`config.mk`:
```
export PLATFORM = sky130hd
export DESIGN_NAME = bbox_crop_scaler
export DESIGN_NICKNAME = d
export VERILOG_FILES = /design/src/rtl/crop_pkg.sv /design/src/rtl/coord_map.sv /design/src/rtl/bbox_crop_scaler.sv
export SDC_FILE = /design/constraint.sdc
export NUM_CORES = 2
export LEC_CHECK = 0
export BUFFER_PORTS_ARGS = -buffer_cell sky130_fd_sc_hd__buf_2
export CORE_ASPECT_RATIO = 0.7
export CORE_MARGIN = 2
export CORE_UTILIZATION = 70
export DETAILED_ROUTE_END_ITERATION = 6
export PLACE_DENSITY_LB_ADDON = 0.05
export SYNTH_ARGS = -nofsm -noshare
export SYNTH_HDL_FRONTEND = slang
export SYNTH_SLANG_ARGS = --single-unit
```
`constraint.sdc`:
```
create_clock -name clk -period 46.7 [get_ports clk]
set_clock_uncertainty 0.15 [all_clocks]
set_input_delay 4.67 -clock clk [delete_from_list [all_inputs] [get_ports clk]]
set_output_delay 4.67 -clock clk [all_outputs]
set_load 0.02 [all_outputs]
```
`src/rtl/crop_pkg.sv`:
```
// rtl/crop_pkg.sv - shared state encoding, channel offsets and pixel helpers for bbox_crop_scaler
package crop_pkg;

    typedef enum logic [3:0] {
        IDLE,
        SETUP,
        RD_R,
        RD_G,
        RD_B,
        CAP_B,
        WRITE,
        FILL,
        DONE
    } state_t;

    localparam logic [31:0] CH_R = 32'd0;
    localparam logic [31:0] CH_G = 32'd1;
    localparam logic [31:0] CH_B = 32'd2;

    // Memory words are 16 bits wide; anything above 8-bit range clips to white.
    function automatic logic [7:0] sat8(input logic [15:0] v);
        return (v > 16'd255) ? 8'hFF : v[7:0];
    endfunction

    // Luma approximation (R + 2G + B) / 4; the 10-bit sum cannot overflow.
    function automatic logic [7:0] grey8(input logic [7:0] r, input logic [7:0] g, input logic [7:0] b);
        logic [9:0] sum;
        sum = {2'b00, r} + {1'b0, g, 1'b0} + {2'b00, b};
        return sum[9:2];
    endfunction

endpackage

```
`src/rtl/coord_map.sv`:
```
// rtl/coord_map.sv - nearest-neighbour map of an output index onto a source coordinate
module coord_map #(
    parameter int unsigned OUT_N = 28
) (
    input  logic [10:0] min,
    input  logic [11:0] span,
    input  logic [15:0] idx,
    output logic [10:0] src
);

    logic [31:0] prod;

    // src = min + floor(idx * span / OUT_N); idx < OUT_N keeps src <= min + span - 1
    always_comb begin
        prod = {16'd0, idx} * {20'd0, span};
        src  = min + 11'(prod / OUT_N);
    end

endmodule

```
`src/rtl/bbox_crop_scaler.sv`:
```
// rtl/bbox_crop_scaler.sv - crop latched box from RGB memory, scale to OUT_W x OUT_H grey; option BBOX_CROP_BINARIZE_EN
module bbox_crop_scaler
    import crop_pkg::*;
#(
    parameter int unsigned WIDTH  = 100,
    parameter int unsigned HEIGHT = 100,
    parameter int unsigned OUT_W  = 28,
    parameter int unsigned OUT_H  = 28,
    parameter int unsigned THRESH = 250
) (
    input  logic        clk,
    input  logic        rst,
    input  logic        start,
    output logic        done,
    input  logic [10:0] x_min,
    input  logic [10:0] x_max,
    input  logic [10:0] y_min,
    input  logic [10:0] y_max,
    output logic [31:0] rd_addr,
    input  logic [15:0] rd_data,
    output logic        wr_en,
    output logic [15:0] wr_addr,
    output logic [7:0]  wr_data
);

    localparam logic [31:0] ROW_STRIDE = 32'(HEIGHT * 3);
    localparam logic [10:0] X_LAST     = 11'(WIDTH - 1);
    localparam logic [10:0] Y_LAST     = 11'(HEIGHT - 1);
    localparam logic [15:0] OX_LAST    = 16'(OUT_W - 1);
    localparam logic [15:0] OY_LAST    = 16'(OUT_H - 1);
    localparam logic [15:0] OUT_W16    = 16'(OUT_W);

`ifdef BBOX_CROP_BINARIZE_EN
    localparam logic [7:0]  FILL_VAL   = 8'h00;
`else
    localparam logic [7:0]  FILL_VAL   = 8'hFF;
`endif

    state_t      state, state_nxt;
    logic [10:0] bx_min, bx_max, by_min, by_max;
    logic [11:0] bw, bh;
    logic [15:0] ox, oy;
    logic [7:0]  r_q, g_q, b_q;
    logic [31:0] rd_addr_q;
    logic [15:0] wr_addr_q;
    logic [7:0]  wr_data_q;
    logic [10:0] sx, sy, sx_c, sy_c;
    logic [31:0] base;
    logic [7:0]  pix_val;
    logic        empty_box, last_px;

    coord_map #(.OUT_N(OUT_W)) u_map_x (.min(bx_min), .span(bw), .idx(ox), .src(sx));
    coord_map #(.OUT_N(OUT_H)) u_map_y (.min(by_min), .span(bh), .idx(oy), .src(sy));

    assign empty_box = (bx_min > bx_max) || (by_min > by_max);
    assign last_px   = (ox == OX_LAST) && (oy == OY_LAST);

    // Source pixel base address; a box reaching past the image edge is clamped to stay in memory.
    always_comb begin
        sx_c    = (sx > X_LAST) ? X_LAST : sx;
        sy_c    = (sy > Y_LAST) ? Y_LAST : sy;
        base    = {21'd0, sx_c} * ROW_STRIDE + {21'd0, sy_c} * 32'd3;
`ifdef BBOX_CROP_BINARIZE_EN
        pix_val = (grey8(r_q, g_q, b_q) < 8'(THRESH)) ? 8'hFF : 8'h00;
`else
        pix_val = grey8(r_q, g_q, b_q);
`endif
    end

    // State register.
    always_ff @(posedge clk or posedge rst) begin
        if (rst) state <= IDLE;
        else     state <= state_nxt;
    end

    // Next-state logic and output drive; outputs fall back to held copies outside active cycles.
    always_comb begin
        state_nxt = state;
        wr_en     = 1'b0;
        wr_addr   = wr_addr_q;
        wr_data   = wr_data_q;
        rd_addr   = rd_addr_q;
        done      = 1'b0;
        case (state)
            IDLE:  if (start) state_nxt = SETUP;
            SETUP: state_nxt = empty_box ? FILL : RD_R;
            RD_R: begin
                rd_addr   = base + CH_R;
                state_nxt = RD_G;
            end
            RD_G: begin
                rd_addr   = base + CH_G;
                state_nxt = RD_B;
            end
            RD_B: begin
                rd_addr   = base + CH_B;
                state_nxt = CAP_B;
            end
            CAP_B: state_nxt = WRITE;
            WRITE: begin
                wr_en     = 1'b1;
                wr_addr   = oy * OUT_W16 + ox;
                wr_data   = pix_val;
                state_nxt = last_px ? DONE : RD_R;
            end
            FILL: begin
                wr_en     = 1'b1;
                wr_addr   = oy * OUT_W16 + ox;
                wr_data   = FILL_VAL;
                state_nxt = last_px ? DONE : FILL;
            end
            DONE: begin
                done = 1'b1;
                if (start) state_nxt = SETUP;
            end
            default: state_nxt = IDLE;
        endcase
    end

    // Box latch, span setup, channel capture, raster counters and output hold registers.
    always_ff @(posedge clk or posedge rst) begin
        if (rst) begin
            bx_min    <= '0;
            bx_max    <= '0;
            by_min    <= '0;
            by_max    <= '0;
            bw        <= '0;
            bh        <= '0;
            ox        <= '0;
            oy        <= '0;
            r_q       <= '0;
            g_q       <= '0;
            b_q       <= '0;
            rd_addr_q <= '0;
            wr_addr_q <= '0;
            wr_data_q <= '0;
        end else begin
            if ((state == IDLE || state == DONE) && start) begin
                bx_min <= x_min;
                bx_max <= x_max;
                by_min <= y_min;
                by_max <= y_max;
            end
            if (state == SETUP) begin
                bw <= {1'b0, bx_max} - {1'b0, bx_min} + 12'd1;
                bh <= {1'b0, by_max} - {1'b0, by_min} + 12'd1;
                ox <= '0;
                oy <= '0;
            end
            if (state == RD_G)  r_q <= sat8(rd_data);
            if (state == RD_B)  g_q <= sat8(rd_data);
            if (state == CAP_B) b_q <= sat8(rd_data);
            if (state == RD_R || state == RD_G || state == RD_B) rd_addr_q <= rd_addr;
            if (wr_en) begin
                wr_addr_q <= wr_addr;
                wr_data_q <= wr_data;
                if (ox == OX_LAST) begin
                    ox <= '0;
                    oy <= oy + 16'd1;
                end else begin
                    ox <= ox + 16'd1;
                end
            end
        end
    end

endmodule

```
==> impl_metrics.csv <==
group,metric,value,unit
setup_path,critPathKind,"flip-flop to output pin",
timing,setup_tns,0,ns
setup_path,r2r_end,"rd_addr_q[15]",
worst_hold_path,holdCritStartpoint,"wr_addr_q[10]",
floorplan,fp.dieW,260,µm
worst_hold_path,min_path_type,"flip-flop to flip-flop",
place,gp_congestion,0.936,
setup_path,r2r_cells,75,
run_status,outcome,"finished clean",
global_routing,grt_max_degree,107,
global_routing,grt.total_usage,37.4,%
setup_path,required,41.88,ns
setup_path,reg2reg_from,"bw[8]",
clocking,cts_tree,"yes",
drt,drtAntennaViolNets,0,
setup_path,crit_slowest_cell,"o21ai_0",
drt,vias_per_cell,6.58,
timing,final_max_slew_viol_count,0,
clocking,clk_latency,0.47,ns
clocking,clockBufferDepth,2,
place,dp.cells,4471,
drt,drt-total-wl,88.5,mm
yosys,synth_edf_count,0,
setup_path,crit_path_end_kind,"output pin",
setup_path,start_kind,"flip-flop",
drt,wl_per_cell,19.6,µm
global_routing,grt_pass1_vias,29400,
yosys,synth_top_area_share,20.5,%
floorplan,fp.dieH,184,µm
yosys,synth_area_per_cell,8.28,µm²
yosys,synth_top_area_cell,"fa_1",
cells_and_area,drive_gt1_share,6.41,%
timing,fin_crit,28.58,ns
clocking,clkTransAtPathRegs,0.09,ns
drt,via_count,29700,
timing,final.period_utilization,61.2,%
floorplan,ios,121,
clocking,ctsResizeCount,0,
clocking,post_cts_buffers,0,
clocking,cts_root_buffer,"clkbuf_16",
setup_path,critical_path.max_stage_delay,0.92,ns
yosys,netlist_instances,3891,
place,port_buffers,120,
floorplan,rows,65,
timing,slew_headroom,15.3,%
timing,rsz0062_at_grt,"false",
floorplan,initial_core_util,71.3,%
yosys,yosys-top-cells-area,"fa_1 20%, dfrtp_1 14%, ha_1 12%",
drt,drt_iter0_drc,3134,
yosys,syn_area,0.0322,mm²
setup_path,r2r_slack,23.37,ns
yosys,ys_ff_latch,184,
floorplan,dieArea,0.0478,mm²
clocking,holdBufCountCts,0,
global_routing,antenna_found_initial,8,
cells_and_area,fillers,3268,
yosys,yosysSeqAreaShare,14.3,%
floorplan,core,0.0452,mm²
cells_and_area,finalNetCount,4600,
setup_path,worstSetupStartpoint,"bw[8]",
timing,tightest_slew,1.27,ns
worst_hold_path,holdPathEnd,"wr_addr_q[10]",
place,dp_hpwl,68.3,mm
setup_path,critPathMaxFanout,17,
global_routing,grt_first_pass_wirelength,146,mm
setup_path,crit_top_cell,"fa_1",
cells_and_area,regArea,0.00460,mm²
yosys,synth_cell_types,119,
clocking,numCtsBuffers,17,
clocking,clock-sinks,184,
cells_and_area,final_cells,4509,
timing,hold_viol_final,0,
cells_and_area,multi_input_area,0.0253,mm²
global_routing,grt-ovfl-total,0,
drt,remaining_drc_errors,0,
cells_and_area,syn_to_final_growth,4.54,%
yosys,synthFlopType,"dfrtp_1",
timing,fmax,35.0,MHz
place,dpl_cell_area,0.0331,mm²
drt,dr.pass1.iters,6,
yosys,synth-async-reset-ratio,100,%
worst_hold_path,hold_depth,2,
flow_run,maxCapViolCount,0,
cells_and_area,stdcell_area,0.0337,mm²
clocking,h-tree-depth,4,
timing,setup_viol,0,
yosys,ys_warn_count,0,
setup_path,cp.arrival,23.76,ns
[worst max-delay path by stage]
stage / endpoint / slack [ns] / cells after the start
finish: rd_addr[15] / 18.12 / 76
global route: rd_addr[15] / 16.77 / 76
CTS: rd_addr[15] / 18.98 / 77
detailed placement: rd_addr[15] / 19.54 / 77
global placement: rd_addr[15] / 20.29 / 77
floorplan: rd_addr[17] / 22.76 / 82
[cells in the mapped netlist, types with 14 or more instances]
cell        n
and3_1     57
o22ai_1    16
o21ai_1    15
a21o_1     72
nor3_1     53
buf_2      14
o211ai_1   31
nand2b_1   28
a221o_1    21
nor4_1     24
o21a_1     16
a211oi_1   25
o21bai_1   53
nor2b_1    18
fa_1      330
o21ai_0   221
nand4_1    32
xor2_1     61
o221ai_1   20
a21oi_1   205
a211o_1    15
o31ai_1    22
inv_1     453
clkbuf_1  152
dfrtp_1   184
and2_1    158
nor2_1    175
mux2i_1    16
a31oi_1    35
ha_1      320
nand3_1    81
or3_1      23
xnor2_1   137
nand2_1   536
[flip-flops by register name, indices dropped and copies added (netlist names)]
name / count
ox: 16
rd_addr_q: 32
by_max: 11
bw: 12
g_q: 8
r_q: 8
state: 4
bx_max: 11
wr_addr_q: 16
wr_data_q: 8
bh: 12
by_min: 11
oy: 16
b_q: 8
bx_min: 11
[cell usage in the layout, fill, tap and decap left out, drive strengths merged, types with 32 or more instances in the layout]
| master | Yosys | layout |
|---|---|---|
| inv | 454 | 462 |
| nor3 | 55 | 55 |
| ha | 320 | 320 |
| o211ai | 33 | 33 |
| nand3 | 84 | 84 |
| xnor2 | 138 | 138 |
| fa | 330 | 330 |
| a31oi | 37 | 37 |
| o21bai | 53 | 53 |
| and3 | 57 | 57 |
| nand4 | 32 | 32 |
| xor2 | 62 | 62 |
| buf | 24 | 132 |
| nor2 | 176 | 176 |
| and2 | 159 | 159 |
| a21oi | 212 | 212 |
| o21ai | 240 | 240 |
| dfrtp | 184 | 184 |
| nand2 | 536 | 536 |
| a21o | 72 | 72 |
[per-stage QoR]
step	hold WS, ns	utilization [%]	setup slack (ns)
floorplan	0.289	-	22.76
global placement	0.300	73.1	20.29
detailed placement	0.312	73.1	19.54
CTS	0.328	74.5	18.98
global route	0.352	74.5	16.77
finish	0.331	74.5	18.12
[worst max-delay path, delay by kind of cell, from the launching register on]
| kind | cells | cell delay, ns |
|---|---|---|
| compound gates | 29 | 9.79 |
| xor+xnor | 4 | 0.78 |
| fa+ha+maj | 15 | 6.37 |
| buf+inv | 8 | 0.59 |
| simple gates | 19 | 4.64 |
| flops | 1 | 0.77 |
| mux | 1 | 0.30 |
[metal layers]
metal	vias to the layer above	global-route usage, %	share of wire (%)
li1	13300	-	-
met1	14300	52.6	42
met2	1800	58.4	44
met3	245	7.51	11
met4	4	12.0	3.2
met5	-	0	0.033
[layout make-up]
cell class / count / share of cell area (%)
multi-input cells: 3096 / 75.1
flip-flops and latches: 184 / 13.7
inverters: 456 / 5.10
well taps: 603 / 2.24
repair buffers: 132 / 2.05
clock buffers: 17 / 1.26
clock inverters: 15 / 0.564
diodes: 6 / 0.0446
[kinds of logic after synthesis]
group	after synthesis	share of synthesized area (%)
simple gates	1243	18.5
compound gates	948	20.2
fa+ha+maj	658	33.2
buf+inv	633	7.50
xor+xnor	200	5.48
flops	184	14.3
mux	23	0.742
other cells	2	0.0233
Power is left out: the tool's default activity adds up to more than one toggle a clock period on the data nets, which glitch-free logic cannot reach.
